File: src/rtl/ic_irq_scheduler.sv
// Interrupt sequencer: edge capture into pending bits, fixed/round-robin arbitration,
// ack/eoi handshake with an ack timeout that withdraws an unanswered request.
//
// state     | meaning
// ----------+------------------------------------------------------------
// S_IDLE    | no request driven; grant the next eligible source if any
// S_ASSERT  | irq_out high with irq_id stable, waiting for ack
// S_SERVICE | processor servicing irq_id; waiting for eoi
module ic_irq_scheduler #(
  parameter int NUM_SRC     = 8,
  parameter int ID_W        = 3,
  parameter int ACK_TIMEOUT = 16
) (
  input  logic               clk,
  input  logic               rst,
  input  logic [NUM_SRC-1:0] irq_in,
  input  logic [NUM_SRC-1:0] mask_reg,
  input  logic               rr_en,
  input  logic               ack,
  input  logic               eoi,
  output logic               irq_out,
  output logic [ID_W-1:0]    irq_id,
  output logic               in_service,
  output logic [NUM_SRC-1:0] pending,
  output logic               timeout_err
);

  localparam int TMR_W = (ACK_TIMEOUT > 2) ? $clog2(ACK_TIMEOUT) : 1;
  localparam logic [TMR_W-1:0] TMR_LOAD = TMR_W'(ACK_TIMEOUT - 1);

  typedef enum logic [1:0] {
    S_IDLE    = 2'd0,
    S_ASSERT  = 2'd1,
    S_SERVICE = 2'd2
  } state_t;

  state_t state, state_d;

  logic [NUM_SRC-1:0] irq_in_d;
  logic [NUM_SRC-1:0] rise;
  logic [NUM_SRC-1:0] elig;
  logic [NUM_SRC-1:0] elig_hi;
  logic [NUM_SRC-1:0] search;
  logic [NUM_SRC-1:0] clr;
  logic [ID_W-1:0]    grant_id;
  logic [ID_W-1:0]    last_grant;
  logic [TMR_W-1:0]   timer;
  logic               tc;
  logic               ack_acc;
  logic               tmo;

  assign rise    = irq_in & ~irq_in_d;
  assign elig    = pending & mask_reg;
  assign tc      = (timer == '0);
  assign ack_acc = (state == S_ASSERT) && ack;
  assign tmo     = (state == S_ASSERT) && !ack && tc;
  assign clr     = ack_acc ? (NUM_SRC'(1) << irq_id) : '0;

  // Round-robin: prefer eligible sources above last_grant, otherwise wrap to the lowest.
  always_comb begin
    elig_hi  = '0;
    grant_id = '0;
    for (int i = 0; i < NUM_SRC; i++) begin
      elig_hi[i] = elig[i] && (i > int'(last_grant));
    end
    search = (rr_en && (|elig_hi)) ? elig_hi : elig;
    for (int i = NUM_SRC - 1; i >= 0; i--) begin
      if (search[i]) grant_id = ID_W'(i);
    end
  end

  always_ff @(posedge clk or posedge rst) begin
    if (rst) state <= S_IDLE;
    else     state <= state_d;
  end

  always_comb begin
    state_d = state;
    case (state)
      S_IDLE:    if (|elig) state_d = S_ASSERT;
      S_ASSERT: begin
        if (ack)                    state_d = S_SERVICE;
        else if (tc)                state_d = S_IDLE;
        else if (!mask_reg[irq_id]) state_d = S_IDLE;
      end
      S_SERVICE: if (eoi) state_d = S_IDLE;
      default:   state_d = S_IDLE;
    endcase
  end

  always_comb begin
    irq_out    = (state == S_ASSERT);
    in_service = (state == S_SERVICE);
  end

  // Set beats clear when a fresh edge lands on the ack edge of the same source.
  always_ff @(posedge clk or posedge rst) begin
    if (rst) begin
      irq_in_d    <= '0;
      pending     <= '0;
      irq_id      <= '0;
      last_grant  <= ID_W'(NUM_SRC - 1);
      timer       <= '0;
      timeout_err <= 1'b0;
    end else begin
      irq_in_d    <= irq_in;
      pending     <= (pending & ~clr) | rise;
      timeout_err <= tmo;
      if ((state == S_IDLE) && (|elig)) begin
        irq_id     <= grant_id;
        last_grant <= grant_id;
        timer      <= TMR_LOAD;
      end else if ((state == S_ASSERT) && !tc) begin
        timer <= timer - TMR_W'(1);
      end
    end
  end

endmodule

File: config.mk
export PLATFORM = sky130hd
export DESIGN_NAME = ic_irq_scheduler
export DESIGN_NICKNAME = d
export VERILOG_FILES = /design/src/rtl/ic_irq_scheduler.sv
export SDC_FILE = /design/constraint.sdc
export NUM_CORES = 1
export LEC_CHECK = 0
export ABC_AREA = 1
export ABC_CLOCK_PERIOD_IN_PS = 1900
export BUFFER_PORTS_ARGS = -buffer_cell sky130_fd_sc_hd__buf_2
export CELL_PAD_IN_SITES_DETAIL_PLACEMENT = 0
export CELL_PAD_IN_SITES_GLOBAL_PLACEMENT = 1
export CORE_ASPECT_RATIO = 0.75
export CORE_MARGIN = 3
export CORE_UTILIZATION = 38
export DETAILED_ROUTE_END_ITERATION = 12
export PLACE_DENSITY_LB_ADDON = 0.1
export SYNTH_ARGS = -nofsm -noshare
export SYNTH_HDL_FRONTEND = slang
export SYNTH_SLANG_ARGS = --single-unit
File: constraint.sdc
create_clock -name clk -period 1.9 [get_ports clk]
set_input_delay 0.19 -clock clk [delete_from_list [all_inputs] [get_ports clk]]
set_output_delay 0.19 -clock clk [all_outputs]
set_load 0.05 [all_outputs]
==> results.txt <==
* Vias after detailed routing: 1,315
- HP Class: in -> reg
* Launching point of the worst reg2reg path: last_grant[2]
- Dividing the detail-routed via count by the number of cells gives 4.747.
- Overall overflow remaining after global route: 0
* Antenna diodes: 0
* Routed wire length per instance: 12.60 microns
- Share of power burned in registers: 35.0%
* Area of the mapped netlist: 0.001436 sq mm
* Fraction of layout instances using a drive strength above 1: 28.19%
- The later pin in the worst-skew pair is clocked with a latency of 0.28 ns.
- Unrepaired setup endpoints after global routing: false
- Buffers added to address setup during post-CTS repair amount to 0.
* Worst slack after detailed placement: 0.2163 ns
- Post-DP HPWL: 2811 microns
- For this design the static power due to leakage is 0.9333 nW.
- Final setup TNS: 0 ns
- Yosys mapped the design onto 26 distinct sky130hd cell types.
- Across the VDD grid, the largest voltage drop is 0.6727 mV.
- The worst setup path is captured at a flip-flop.
* Initial Util: 41.68%
- Row generation in the floorplan step produced 18 rows.
- Data on the critical path is required at its endpoint by 2.07 ns.
* Area of the core: 0.003446 sq mm
* Top library cells by usage in the layout, fill and taps aside: nand2_1 (43), inv_1 (34), buf_2 (34)
* Floorplan die width: 76.99 microns
- TritonCTS built the clock tree.
* Clock power frac: 17.4%
- In this run the power spent charging and discharging nets is 1.315 mW.
* Clock-pin slew reported for the worst setup and hold paths after clock tree synthesis: 0.06 ns
- Number of buffers created by CTS: 5
- Post-Synthesis Mean Instance Area: 7.892 sq um
- The pre-antenna-repair detailed-routing pass consisted of 4 iterations.
- Yosys printed 0 warnings.
* Height of the die: 59.25 microns
- The worst path needs 1.711 ns of the cycle, external delays included.
- The cell count after synthesis came out at 182.
- Cell internal power was estimated by the tool at 1.434 mW.
* Global-route wire length before repair: 6134 microns
* Antenna violations before repair: 0
* Total power per unit cell area: 1538 mW/mm^2
- Top cell type's share of synthesized area: 45.30%
* Number of enable-type register cells in the synthesized netlist: 0
- The congestion estimate from routability-driven global placement came to 0.8352.
* Yosys reg bits: 29
* Number of sinks driven by the clock tree: 29
- Setup violations remaining at the end of the flow were counted as 0.
* Setup WS post-layout: 0.1886 ns
- Seq/Total Area, Yosys: 50.78%
- Slew @ Worst Pin: 0.4118 ns
- Clock skew on the completed layout was measured at 0.005458 ns.
* Type of origin of the critical path: flip-flop
- Number of nets produced by synthesis: 204
* Peak fanout along the critical path: 7
* Iteration-0 DRC Markers: 52
* Category of the critical setup timing path: reg -> reg
- Dominant cells by area after synthesis: dfrtp_1 (45%), nand2_1 (11%), inv_1 (8.9%)
- The die covers 0.004561 sq mm.
- Leaving out fill and tap cells, the most frequent cell in the layout is nand2_1.
- Combinational fraction of design power: 47.5%
* Run status: finished, final reports clean
- Buffers placed on the I/O ports in this run total 34.
- Number of endpoints with negative hold slack in the final report: 0
* Fraction of the cycle the final worst path needs: 90.07%
* Number of max-slew violations in the final report: 0
- In this run switching power makes up 47.85% of total power.
- Post-synthesis to final-layout area growth: 24.39%
- Remaining antenna violation count after routing: 0
- Ys flop type: dfrtp_1
- In the routed design, unresolved DRC markers number 0.
- For this design the top-level I/O count stands at 35.
- Final wirelength: 3489 microns
* Net count reported at finish: 248
- Global-route total usage across every layer: 17.33%
- Vias in the first global route: 1,351
- Worst path arrival time: 1.88 ns
- The biggest area contributor in the post-synthesis netlist is dfrtp_1.
- Root cell of the clock tree: clkbuf_8
- Max-cap violations in this run came to 0.
* Max Fclk: 584.3 MHz
- For this run, asynchronously set or reset flops after synthesis account for 100.0%.
- The longest clock path from root to sink contains 2 buffers.
* H-tree Lvls: 2
* Hold path startpoint: irq_in[0]
- Crit path from: last_grant[2]
* Pin count of the biggest net entering global routing: 30
- In this run the tightest slew margin relative to its limit is 72.44%.
-- state kept, by name, summed over array words and instances, names as in the netlist --
| name | flops |
|---|---|
| timeout_err | 1 |
| state | 2 |
| pending | 8 |
| irq_in_d | 8 |
| irq_id | 3 |
| last_grant | 3 |
| timer | 4 |
-- critical path: stages (launching register included) --
cell     delay [ns]
dfstp_2        0.59
nand2_1        0.10
nand3_2        0.09
nand2_1        0.06
nor2_2         0.07
nand2_1        0.06
nand2_2        0.11
inv_2          0.05
o21ai_1        0.12
inv_1          0.07
and2_4         0.14
nand2_1        0.07
o21ai_1        0.07
-- power by group through the flow --
stage               clock (mW)  combinational (mW)  sequential [mW]
finish                   0.479                1.31            0.963
global route             0.527                1.46            0.983
CTS                      0.489                1.31            0.959
detailed placement           0                1.30            0.968
global placement             0                1.29            0.960
floorplan                    0               0.727             1.18
-- what timing repair did --
action                     in CTS  in global routing
setup endpoints to repair       0                  3
gates resized for setup         0                  3
hold buffers                    1                  0
hold endpoints to repair       26                  0
-- cell type report --
| class | count | area (sq um) |
|---|---|---|
| Clock buffer | 6 | 72.57 |
| Clock inverter | 2 | 10.01 |
| Fill cell | 333 | 1659 |
| Inverter | 38 | 143.9 |
| Multi-Input combinational cell | 115 | 573.1 |
| Sequential cell | 29 | 729.5 |
| Tap cell | 50 | 62.56 |
| Timing Repair Buffer | 37 | 195.2 |
-- metrics by stage --
stage | cell area (sq um) | hold WS, ns | power [mW] | std cells | utilization (%)
final | 1787 | 0.02973 | 2.749 | 277 | 51.85
after global routing | 1787 | 0.02419 | 2.970 | 277 | 51.85
after CTS | 1779 | 0.02628 | 2.754 | 277 | 51.63
after detailed placement | 1687 | 0.2812 | 2.269 | 268 | 48.95
after global placement | 1687 | 0.2744 | 2.250 | 268 | 48.95
after floorplan | 1439 | 0.2214 | 1.906 | 182 | -
-- routing by layer --
| metal | GRT usage, % | wire [microns] | vias to the layer above |
|---|---|---|---|
| met3 | 5.623 | 215 | 5 |
| met4 | 4.569 | 36 | 0 |
| li1 | - | - | 658 |
| met1 | 22.01 | 1678 | 612 |
| met5 | 0 | 0 | - |
| met2 | 29.03 | 1559 | 40 |
-- synth_stat cells, types with 2 or more instances --
| library cell | count |
|---|---|
| nand3_1 | 9 |
| nor2_1 | 10 |
| o21ai_0 | 19 |
| nor3_1 | 4 |
| a21boi_1 | 2 |
| nand2_1 | 44 |
| a22oi_1 | 2 |
| dfstp_2 | 3 |
| o21ai_1 | 6 |
| inv_1 | 34 |
| inv_2 | 3 |
| nor2_2 | 2 |
| nand2_2 | 5 |
| o2111ai_1 | 2 |
| dfrtp_1 | 26 |
-- worst paths after layout --
| check | end | slack, ns | cells after the start |
|---|---|---|---|
| min in group asynchronous | irq_id[2] | 0.52 | 4 |
| hold / removal | irq_in_d[0] | 0.03 | 1 |
| hold reg to reg | pending[5] | 0.42 | 1 |
| setup / recovery | irq_id[2] | 0.19 | 12 |
| setup reg to reg | irq_id[2] | 0.19 | 12 |
| max in group asynchronous | last_grant[0] | 1.07 | 4 |
-- cell families after synthesis --
logic type,synth area share [%]
and+or+nand+nor,25.26
AOI/OAI and AO/OA,13.07
adders and majority gates,0.8709
DFF,50.78
buffers and inverters,10.02
Power figures use the tool's default switching activity.
